--- src/rtl/jt6295_cmdgen_pkg.sv ---
// Shared types and command encoding for the JT6295 host-side command writer.
// Start command is two bytes ({1,phrase} then {ch,att}); stop is one byte ({0,ch,000}).
package jt6295_cmdgen_pkg;

  localparam int unsigned PhraseW        = 7;
  localparam int unsigned MaskW          = 4;
  localparam int unsigned AttW           = 4;
  localparam int unsigned CmdStartBit    = 7;
  localparam int unsigned StopMaskOffset = 3;

  typedef struct packed {
    logic               stop;
    logic [PhraseW-1:0] phrase;
    logic [MaskW-1:0]   ch;
    logic [AttW-1:0]    att;
  } cmd_req_t;

  typedef enum logic [2:0] {
    StIdle,
    StB1Lo,
    StB1Hi,
    StB2Lo,
    StB2Hi
  } cmd_state_e;

  function automatic logic [7:0] first_byte(cmd_req_t r);
    logic [7:0] b;
    b = '0;
    if (r.stop) begin
      b[StopMaskOffset +: MaskW] = r.ch;
    end else begin
      b[CmdStartBit]    = 1'b1;
      b[PhraseW-1:0]    = r.phrase;
    end
    return b;
  endfunction

  function automatic logic [7:0] second_byte(cmd_req_t r);
    return {r.ch, r.att};
  endfunction

endpackage

--- src/rtl/jt6295_cmdgen_if.sv ---
// Request channel from sequencer/soft-CPU into the command writer.
// Host drives the request fields with valid; the writer answers with ready.
interface jt6295_cmdgen_if;

  logic                                     req_valid;
  logic                                     req_ready;
  logic                                     req_stop;
  logic [jt6295_cmdgen_pkg::PhraseW-1:0]    req_phrase;
  logic [jt6295_cmdgen_pkg::MaskW-1:0]      req_ch;
  logic [jt6295_cmdgen_pkg::AttW-1:0]       req_att;

  modport master (
    output req_valid, req_stop, req_phrase, req_ch, req_att,
    input  req_ready
  );

  modport slave (
    input  req_valid, req_stop, req_phrase, req_ch, req_att,
    output req_ready
  );

endinterface

--- src/rtl/jt6295_cmdgen_cmdfifo.sv ---
// Request FIFO for the command writer; pointers carry one extra bit so full and
// empty are distinguishable. Flush clears occupancy and drops a same-cycle push.
module jt6295_cmdgen_cmdfifo
  import jt6295_cmdgen_pkg::*;
#(
  parameter int unsigned Depth = 4
) (
  input  logic                   clk,
  input  logic                   rst_n,
  input  logic                   push_i,
  input  cmd_req_t               data_i,
  input  logic                   pop_i,
  input  logic                   flush_i,
  output cmd_req_t               data_o,
  output logic                   full_o,
  output logic                   empty_o,
  output logic [$clog2(Depth):0] level_o
);

  localparam int unsigned PtrW = $clog2(Depth);
  localparam logic [PtrW:0] PtrOne  = (PtrW + 1)'(1);
  localparam logic [PtrW:0] LvlFull = (PtrW + 1)'(Depth);

  logic [PtrW:0] wptr_q, wptr_d;
  logic [PtrW:0] rptr_q, rptr_d;
  cmd_req_t      mem_q [Depth];

  always_comb begin
    wptr_d = wptr_q;
    rptr_d = rptr_q;
    if (flush_i) begin
      wptr_d = '0;
      rptr_d = '0;
    end else begin
      if (push_i) wptr_d = wptr_q + PtrOne;
      if (pop_i)  rptr_d = rptr_q + PtrOne;
    end
  end

  always_ff @(posedge clk or negedge rst_n) begin
    if (!rst_n) begin
      wptr_q <= '0;
      rptr_q <= '0;
    end else begin
      wptr_q <= wptr_d;
      rptr_q <= rptr_d;
    end
  end

  always_ff @(posedge clk) begin
    if (push_i && !flush_i) mem_q[wptr_q[PtrW-1:0]] <= data_i;
  end

  assign level_o = wptr_q - rptr_q;
  assign full_o  = (level_o == LvlFull);
  assign empty_o = (level_o == '0);
  assign data_o  = mem_q[rptr_q[PtrW-1:0]];

endmodule

--- src/rtl/jt6295_cmdgen.sv ---
// Serialises queued start/stop requests into wrn/dout byte cycles for the JT6295
// CPU port: wrn low LowCyc cycles, then high GapCyc cycles, per byte.
module jt6295_cmdgen
  import jt6295_cmdgen_pkg::*;
#(
  parameter int unsigned Depth  = 4,
  parameter int unsigned LowCyc = 4,
  parameter int unsigned GapCyc = 32
) (
  input  logic                   clk,
  input  logic                   rst_n,
  jt6295_cmdgen_if.slave         req_if,
  input  logic                   flush_i,
  output logic                   wrn_o,
  output logic [7:0]             dout_o,
  output logic                   idle_o,
  output logic [$clog2(Depth):0] level_o
);

  localparam int unsigned TMax   = (LowCyc > GapCyc) ? LowCyc : GapCyc;
  localparam int unsigned TimerW = $clog2(TMax);
  localparam logic [TimerW-1:0] LowLoad  = TimerW'(LowCyc - 1);
  localparam logic [TimerW-1:0] GapLoad  = TimerW'(GapCyc - 1);
  localparam logic [TimerW-1:0] PreLoad  = TimerW'(GapCyc - 2);
  localparam logic [TimerW-1:0] TimerOne = TimerW'(1);

  cmd_state_e        state_q, state_d;
  logic [TimerW-1:0] timer_q, timer_d;
  logic              wrn_q, wrn_d;
  logic [7:0]        dout_q, dout_d;
  cmd_req_t          cur_q, cur_d;

  cmd_req_t push_req, head_req;
  logic     fifo_push, fifo_pop, fifo_full, fifo_empty;

  assign push_req = '{stop:   req_if.req_stop,
                      phrase: req_if.req_phrase,
                      ch:     req_if.req_ch,
                      att:    req_if.req_att};

  assign req_if.req_ready = !fifo_full;
  assign fifo_push        = req_if.req_valid && !fifo_full && !flush_i;

  jt6295_cmdgen_cmdfifo #(
    .Depth (Depth)
  ) u_fifo (
    .clk     (clk),
    .rst_n   (rst_n),
    .push_i  (fifo_push),
    .data_i  (push_req),
    .pop_i   (fifo_pop),
    .flush_i (flush_i),
    .data_o  (head_req),
    .full_o  (fifo_full),
    .empty_o (fifo_empty),
    .level_o (level_o)
  );

  always_comb begin
    state_d  = state_q;
    timer_d  = timer_q;
    wrn_d    = wrn_q;
    dout_d   = dout_q;
    cur_d    = cur_q;
    fifo_pop = 1'b0;
    unique case (state_q)
      StIdle: begin
        // A flush in the same cycle drops the head instead of launching it.
        if (!fifo_empty && !flush_i) begin
          fifo_pop = 1'b1;
          cur_d    = head_req;
          dout_d   = first_byte(head_req);
          wrn_d    = 1'b0;
          timer_d  = LowLoad;
          state_d  = StB1Lo;
        end
      end
      StB1Lo, StB2Lo: begin
        if (timer_q == '0) begin
          wrn_d   = 1'b1;
          timer_d = GapLoad;
          state_d = (state_q == StB1Lo) ? StB1Hi : StB2Hi;
        end else begin
          timer_d = timer_q - TimerOne;
        end
      end
      StB1Hi: begin
        if (timer_q == '0) begin
          if (cur_q.stop) begin
            state_d = StIdle;
          end else begin
            dout_d  = second_byte(cur_q);
            wrn_d   = 1'b0;
            timer_d = LowLoad;
            state_d = StB2Lo;
          end
        end else begin
          timer_d = timer_q - TimerOne;
          // Present byte2 early so dout is settled well before wrn falls again.
          if (timer_q == PreLoad && !cur_q.stop) dout_d = second_byte(cur_q);
        end
      end
      StB2Hi: begin
        if (timer_q == '0) state_d = StIdle;
        else               timer_d = timer_q - TimerOne;
      end
      default: state_d = StIdle;
    endcase
  end

  always_ff @(posedge clk or negedge rst_n) begin
    if (!rst_n) begin
      state_q <= StIdle;
      timer_q <= '0;
      wrn_q   <= 1'b1;
      dout_q  <= 8'h00;
      cur_q   <= '0;
    end else begin
      state_q <= state_d;
      timer_q <= timer_d;
      wrn_q   <= wrn_d;
      dout_q  <= dout_d;
      cur_q   <= cur_d;
    end
  end

  assign wrn_o  = wrn_q;
  assign dout_o = dout_q;
  assign idle_o = fifo_empty && (state_q == StIdle);

endmodule

--- src/flat_wrapper.sv ---
// flat-port wrapper written by rule: the top's interface ports become plain ports
module jt6295_cmdgen_flat import jt6295_cmdgen_pkg::*;
#(
  parameter int unsigned Depth  = 4,
  parameter int unsigned LowCyc = 4,
  parameter int unsigned GapCyc = 32
)
  (clk, rst_n, flush_i, wrn_o, dout_o, idle_o, level_o, req_if_req_valid, req_if_req_stop, req_if_req_phrase, req_if_req_ch, req_if_req_att, req_if_req_ready);
  jt6295_cmdgen_if req_if_i ();
  input  logic clk;
  input  logic rst_n;
  input  logic flush_i;
  output logic wrn_o;
  output logic [7:0] dout_o;
  output logic idle_o;
  output logic [$clog2(Depth):0] level_o;
  input wire logic [$bits(req_if_i.req_valid)-1:0] req_if_req_valid;
  input wire logic [$bits(req_if_i.req_stop)-1:0] req_if_req_stop;
  input wire logic [$bits(req_if_i.req_phrase)-1:0] req_if_req_phrase;
  input wire logic [$bits(req_if_i.req_ch)-1:0] req_if_req_ch;
  input wire logic [$bits(req_if_i.req_att)-1:0] req_if_req_att;
  output wire logic [$bits(req_if_i.req_ready)-1:0] req_if_req_ready;
  assign req_if_i.req_valid = req_if_req_valid;
  assign req_if_i.req_stop = req_if_req_stop;
  assign req_if_i.req_phrase = req_if_req_phrase;
  assign req_if_i.req_ch = req_if_req_ch;
  assign req_if_i.req_att = req_if_req_att;
  assign req_if_req_ready = req_if_i.req_ready;
  jt6295_cmdgen #(.Depth(Depth), .LowCyc(LowCyc), .GapCyc(GapCyc)) u_core (.clk(clk), .rst_n(rst_n), .req_if(req_if_i), .flush_i(flush_i), .wrn_o(wrn_o), .dout_o(dout_o), .idle_o(idle_o), .level_o(level_o));
endmodule
--- config.mk ---
export PLATFORM = sky130hd
export DESIGN_NAME = jt6295_cmdgen_flat
export DESIGN_NICKNAME = d
export VERILOG_FILES = /design/src/rtl/jt6295_cmdgen_pkg.sv /design/src/rtl/jt6295_cmdgen_if.sv /design/src/rtl/jt6295_cmdgen_cmdfifo.sv /design/src/rtl/jt6295_cmdgen.sv /design/src/flat_wrapper.sv
export SDC_FILE = /design/constraint.sdc
export NUM_CORES = 1
export LEC_CHECK = 0
export ABC_CLOCK_PERIOD_IN_PS = 2600
export CAP_MARGIN = 20
export CORE_UTILIZATION = 48
export DETAILED_ROUTE_END_ITERATION = 6
export PLACE_DENSITY = 0.68
export SYNTH_ARGS = -nofsm -noshare
export SYNTH_HDL_FRONTEND = slang
export SYNTH_SLANG_ARGS = --single-unit
--- constraint.sdc ---
create_clock -name clk -period 2.6 [get_ports clk]
set_input_delay 0.78 -clock clk [delete_from_list [all_inputs] [get_ports clk]]
set_output_delay 0.78 -clock clk [all_outputs]
set_load 0.05 [all_outputs]
==> results of run 1 <==
worst reg2reg max path: stages (launching register included):
cell and delay, ns:
dfrtp_1 0.38, inv_2 0.07, ha_4 0.15, fa_2 0.32
xnor3_2 0.28, buf_4 0.18, a31oi_1 0.17, o211a_1 0.39
buf_4 0.21, mux2i_1 0.18
metal layers:
metal | vias up | wire, um | track usage [%]
li1 | 1144 | - | -
met1 | 1199 | 3527 | 24.44
met2 | 47 | 3689 | 27.63
met3 | 6 | 249 | 3.324
met4 | 0 | 87 | 6.544
met5 | - | 0 | 0
cell families after synthesis:
family	count (synthesis)
flip-flops	96
multiplexers	46
AND/OR/NAND/NOR	44
AO/OA/AOI/OAI	34
buffers and inverters	32
adder cells (fa/ha/maj)	9
XOR/XNOR	5
where the power goes:
group	internal [mW]	switching [mW]
Combinational	0.971	0.959
Sequential	1.89	0.230
Clock	0.476	0.503
Total	3.34	1.69
how the worst max path moves through the flow:
stage                                   to  slack [ns]  cells past startpoint
final                               idle_o       -0.13                      7
after global routing                idle_o       -0.23                      7
after CTS                           idle_o       -0.15                      7
after detailed placement            idle_o        0.07                      7
after global placement              idle_o         0.1                      7
after floorplan           req_if_req_ready       -0.01                      6
cells in the final DEF (no fill, tap or decap), types with 2 or more instances in the layout:
| cell type | instances |
|---|---|
| clkinv_4 | 2 |
| clkbuf_8 | 10 |
| a21oi_1 | 6 |
| o41ai_1 | 2 |
| mux2_2 | 12 |
| inv_4 | 2 |
| inv_1 | 11 |
| mux4_1 | 12 |
| or3_1 | 3 |
| and2_1 | 4 |
| buf_4 | 20 |
| o21a_1 | 2 |
| buf_12 | 9 |
| ha_1 | 7 |
| nand4_1 | 3 |
| mux2i_1 | 6 |
| a211oi_1 | 2 |
| nor3b_1 | 5 |
| edfxtp_1 | 64 |
| nand2_1 | 7 |
| nor2_1 | 7 |
| mux4_2 | 4 |
| buf_6 | 2 |
| a311oi_1 | 3 |
| nand3_4 | 2 |
| mux2_4 | 11 |
| xnor2_1 | 4 |
| clkdlybuf4s50_1 | 28 |
| a31oi_1 | 2 |
| dfrtp_1 | 31 |
| o211ai_1 | 2 |
| o21ai_0 | 6 |
through the flow:
| stage | setup WS, ns | power [mW] | hold slack (ns) |
|---|---|---|---|
| after floorplan | -0.01404 | 3.388 | 0.4480 |
| after global placement | 0.09819 | 3.944 | 0.4870 |
| after detailed placement | 0.07342 | 3.973 | 0.4893 |
| after CTS | -0.1462 | 5.098 | 0.5026 |
| after global routing | -0.2329 | 5.305 | 0.5343 |
| final | -0.1287 | 5.033 | 0.5009 |
sequential cells by signal, summed over array words and instances, names as in the netlist:
register,count
u_core.cur_q,9
u_core.dout_o,8
u_core.state_q,3
u_core.timer_q,5
u_core.u_fifo.mem_q,64
u_core.u_fifo.rptr_q,3
u_core.u_fifo.wptr_q,3
u_core.wrn_o,1
timing repair:
action | in CTS | in global routing
buffers inserted | 9 | 0
hold buffers | 0 | 0
gates resized for setup | 11 | 2
setup endpoints to repair | 4 | 26
pin swaps | 1 | 0
area by class of cell:
class / instances / area (um2)
well taps: 108 / 135.1
flip-flops and latches: 96 / 2724
inverters: 15 / 65.06
multi-input cells: 138 / 1504
repair buffers: 59 / 633.1
clock inverters: 6 / 67.56
fillers: 651 / 3455
clock buffers: 10 / 137.6
==> reports/summary.txt, run 1 <==
Tcrit/Tclk final: 105.0%
Yosys top cell by area: edfxtp_1
Least-Margin Pin Slew: 0.5438 ns
Final hold violations: 0
Hold path endpoint: u_core.wrn_o
Total Wirelength: 7553 um
DP HPWL: 4899 um
CP Buf/Inv Count: 3
Fin util: 60.39%
Worst hold path depth: 2
Crit path cell chain: inv_2 -> ha_4 -> fa_2 -> xnor3_2 -> nand4_1 -> inv_4 -> buf_12
TritonCTS clock tree: yes
Buffers on Ports: 33
Kind of critical path: reg -> out
Mapped Cells: 266
WP data arrival: 1.95 ns
Status: complete, but fails checks
#FFs+latches synth: 96
Total gr overflow: 0
Post-Synth Simple-Gate Area: 6.270%
Crit-path max FO: 3
Max clock buf depth: 2
Finish-stage setup viols: 3
Num CTS Buffers: 9
Slowest stage delay, CP: 0.38 ns
Avg Synthesized Cell Area: 16.28 um2
Clock latency on the worst-skew pair: 0.35 ns
Row cnt: 34
Crit end category: output pin
RSZ-0062 raised after global routing: yes
CTS clk-pin slew, worst paths: 0.09 ns
Layout Cells excl Fill: 432
Worst path slowest cell: dfrtp_1
Die footprint: 0.009405 mm2
Startpoint types: register
Top-count cell post-synth: edfxtp_1
Post-synthesis mux area share: 17.68%
Reg2Reg Depth: 9
PD cells: 955.7 mW/mm2
Share of layout cells above drive strength 1: 27.16%
Post-route ant nets: 0
Inst Count DP: 409
Hold crit path type: reg -> reg
Relative slew slack: 63.53%
Pleak: 1.963 nW
Netlist Area Pre-Place: 0.004330 mm2
Clock Skews: 0.008165 ns
Core ar.: 0.008721 mm2
Mapped Nets: 295
Post-synth ARST share: 33.33%
Pre-antenna DRT Iters: 4
Compound-cell area share of the yosys netlist: 5.576%
Max Freq: 366.5 MHz
CP top delay family: adder cells
Maximum vdd drop: 0.4807 mV
Hold wc startpoint: u_core.wrn_o
Largest family of logic cells by synthesized area: multiplexers
Clock Sinks: 96
Initial core utilization: 49.66%
Detailed Route Iter0 Violations: 150
Routed wire per std cell: 17.48 um
Gpl congestion: 0.8388
Ys Warns: 0
Vias per cell: 5.546
I/O Pins: 34
Register area share after synthesis: 62.90%
Via count: 2396
First-pass GRT wire length: 12690 um
Adder-cell share of the synthesized area: 2.774%
FF-to-FF Start: u_core.u_fifo.wptr_q[0]
Reg-to-reg slack, setup: 0.19 ns
Synthesis-to-layout area growth: 21.61%
Number of global-route vias before repair: 2470
Failing checks: negative setup slack
CTS H-tree depth: 3
Largest net degree at the start of global routing: 33
Gr usage total: 17.56%
Final instance area: 0.005266 mm2
Largest cells by area after synthesis: edfxtp_1 (44%), dfrtp_1 (18%), mux4_1 (7.3%)
Library cells used by synthesis: 55
Pins Over Slew Limit: 0
Root Buffer Master: clkbuf_8
Fin crit period: 2.729 ns
Final setup margin: -0.1287 ns
Die Height: 96.98 um
N_diodes: 0
Final #Nets: 348
Origin of the worst setup path: u_core.u_fifo.wptr_q[0]
R2r endpoint: u_core.dout_o[2]
Top cells by count, synth: edfxtp_1 (64), dfrtp_1 (31), inv_1 (15), mux2_2 (15), mux4_1 (12)
Final total negative setup slack: -0.2722 ns
Req. time, crit path: 1.82 ns
Area fraction of the dominant cell type after synthesis: 44.38%
Post-Place Cell Area: 0.004967 mm2
EDFF count, synth: 64
Antenna violations before repair: 0
Post-route DRC: 0
Synth Area in XOR/XNOR: 1.329%
Max-cap violations: 0
Ys flop type: edfxtp_1
Die width: 96.98 um
Power figures use the tool's default switching activity.
==> run 2, diff against run 1 <==
--- a/config.mk
+++ b/config.mk
@@ -9,6 +9,7 @@
 export CAP_MARGIN = 20
 export CORE_UTILIZATION = 48
+export CTS_BUF_LIST = sky130_fd_sc_hd__clkbuf_8 sky130_fd_sc_hd__clkbuf_16
 export DETAILED_ROUTE_END_ITERATION = 6
-export PLACE_DENSITY = 0.68
+export PLACE_DENSITY = 0.75
 export SYNTH_ARGS = -nofsm -noshare
 export SYNTH_HDL_FRONTEND = slang
==> constraint.sdc (replaced) <==
create_clock -name clk -period 2.6 [get_ports clk]
set_input_delay 0.52 -clock clk [delete_from_list [all_inputs] [get_ports clk]]
set_output_delay 0.52 -clock clk [all_outputs]
set_load 0.05 [all_outputs]
==> run 2 against run 1 <==
  * Setup slack gained 0.15 ns
  * Non-clock buffer count shrank 6
  * Final area shrank 1.5%
  * Clock power shrank 2.2%
  * Clock skew is essentially flat
  * The run now ends clean
  * Combinational power shrank 4%
  * Wire length grew 2.6%
  * Critical path type unchanged
  * Critical path depth is the same
==> reports/summary.txt, run 2 (synthesis gave the netlist of run 1 again) <==
Status: completed (was complete, but fails checks)
WP data arrival: 2.06 ns (was 1.95 ns)
First-pass GRT wire length: 12680 um (was 12690 um)
Root Buffer Master: clkbuf_8 (unchanged)
Buffers on Ports: 33 (unchanged)
Initial core utilization: 49.66% (unchanged)
Crit path cell chain: ha_4 -> fa_2 -> xnor3_2 -> buf_6 -> nand4_1 -> inv_2 -> buf_12 (was inv_2 -> ha_4 -> fa_2 -> xnor3_2 -> nand4_1 -> inv_4 -> buf_12)
Die footprint: 0.009405 mm2 (unchanged)
DP HPWL: 5079 um (was 4899 um)
Total power: 4.923 mW (was 5.033 mW)
Via count: 2432 (was 2396)
Slowest stage delay, CP: 0.42 ns (was 0.38 ns)
Gr usage total: 17.76% (was 17.56%)
Kind of critical path: reg -> out (unchanged)
RSZ-0062 raised after global routing: yes (unchanged)
PD cells: 949.3 mW/mm2 (was 955.7 mW/mm2)
Max Freq: 387.8 MHz (was 366.5 MHz)
Met3 Resource Use GR: 4.480% (was 3.324%)
Clock Sinks: 96 (unchanged)
Most frequent cells in the layout: edfxtp_1 (64), dfrtp_1 (31), clkdlybuf4s50_1 (28) (unchanged)
Post-route ant nets: 0 (unchanged)
Final instance area: 0.005186 mm2 (was 0.005266 mm2)
Startpoint types: register (unchanged)
Final setup margin: 0.02143 ns (was -0.1287 ns)
Detailed Route Iter0 Violations: 87 (was 150)
Least-Margin Pin Slew: 0.5067 ns (was 0.5438 ns)
Pleak: 1.918 nW (was 1.963 nW)
Vias per cell: 5.709 (was 5.546)
Core ar.: 0.008721 mm2 (unchanged)
CTS H-tree depth: 3 (unchanged)
Die width: 96.98 um (unchanged)
Number of global-route vias before repair: 2464 (was 2470)
Crit end category: output pin (unchanged)
Relative slew slack: 66.12% (was 63.53%)
Max-cap violations: 0 (unchanged)
Max clock buf depth: 2 (unchanged)
Routing usage on met1: 22.81% (was 24.44%)
CTS clk-pin slew, worst paths: 0.09 ns (about the same)
Routed wire per std cell: 18.19 um (was 17.48 um)
Req. time, crit path: 2.08 ns (was 1.82 ns)
Hold crit path type: reg -> reg (unchanged)
Fin crit period: 2.579 ns (was 2.729 ns)
Finish-stage setup viols: 0 (was 3)
Num CTS Buffers: 9 (unchanged)
Clock Skews: 0.008166 ns (was 0.008165 ns)
N_diodes: 0 (unchanged)
Antenna violations before repair: 0 (unchanged)
Final #Nets: 342 (was 348)
TritonCTS clock tree: yes (unchanged)
Hold Slack: 0.4922 ns (was 0.5009 ns)
CP top delay family: adder cells (unchanged)
I/O Pins: 34 (unchanged)
Post-Place Cell Area: 0.004912 mm2 (was 0.004967 mm2)
Largest net degree at the start of global routing: 33 (unchanged)
Crit-path max FO: 3 (unchanged)
Die Height: 96.98 um (unchanged)
Place WS: 0.03764 ns (was 0.07342 ns)
Clock latency on the worst-skew pair: 0.36 ns (was 0.35 ns)
Commonest non-fill, non-tap cell in the layout: edfxtp_1 (unchanged)
Number of hold buffers added after cts: 0 (unchanged)
Synthesis-to-layout area growth: 19.76% (was 21.61%)
Max reg flops: 64 (unchanged)
CP Buf/Inv Count: 3 (unchanged)
Post-route DRC: 0 (unchanged)
Gpl congestion: 0.8167 (was 0.8388)
Total Wirelength: 7750 um (was 7553 um)
Row cnt: 34 (unchanged)
Maximum vdd drop: 0.4349 mV (was 0.4807 mV)
Pre-antenna DRT Iters: 4 (unchanged)
Total gr overflow: 0 (unchanged)
Pins Over Slew Limit: 0 (unchanged)
Tcrit/Tclk final: 99.18% (was 105.0%)
Final total negative setup slack: 0 ns (was -0.2722 ns)
M2 GR Usage: 29.20% (was 27.63%)
Share of layout cells above drive strength 1: 25.79% (was 27.16%)
Worst path slowest cell: dfrtp_1 (unchanged)
Final hold violations: 0 (unchanged)
Busiest grt layer: met2 (unchanged)
-- run 2: worst paths after layout --
check	from	end	slack (ns)	cells after the start
max in group asynchronous	rst_n	u_core.wrn_o	1.70	2
worst max register to register	u_core.u_fifo.rptr_q[0]	u_core.cur_q[5]	0.16	8
worst max-delay path	u_core.u_fifo.rptr_q[0]	idle_o	0.02	7
min in group asynchronous	rst_n	u_core.u_fifo.rptr_q[2]	0.55	2
worst min register to register	u_core.wrn_o	u_core.wrn_o	0.49	2
worst min-delay path	u_core.wrn_o	u_core.wrn_o	0.49	2
-- run 2: area by class of cell --
type	count	area, um2
fill	664	3535
sequential	96	2724
multi-input combinational	138	1485
timing repair buffer	53	588.1
tap	108	135.1
clock buffer	9	123.9
clock inverter	7	71.32
inverter	15	58.81
-- run 2: tightest hold or removal path, cell delays in order, from the launching register on --
cell	delay, ns
dfstp_2	0.38
o41ai_1	0.05
a21oi_1	0.06
-- run 2: stage by stage --
stage	util [%]	instances
floorplan	-	266
global placement	56.33	404
detailed placement	56.33	404
CTS	59.23	426
global route	59.47	426
finish	59.47	426
-- run 2: per-layer routing --
layer,vias up,share of wire (%)
met5,-,0
met4,0,1.7
met3,13,3.8
met2,49,51
met1,1247,44
li1,1123,-
-- run 2: repair_timing --
action,CTS,global route
gates cloned,0,0
endpoints found under the setup margin,3,2
hold endpoints to repair,0,0
gates resized for setup,9,4
buffers inserted,6,0
-- run 2: power by group --
part           switching (mW)  internal [mW]
clock                   0.512          0.445
combinational           0.949          0.905
sequential              0.219           1.89
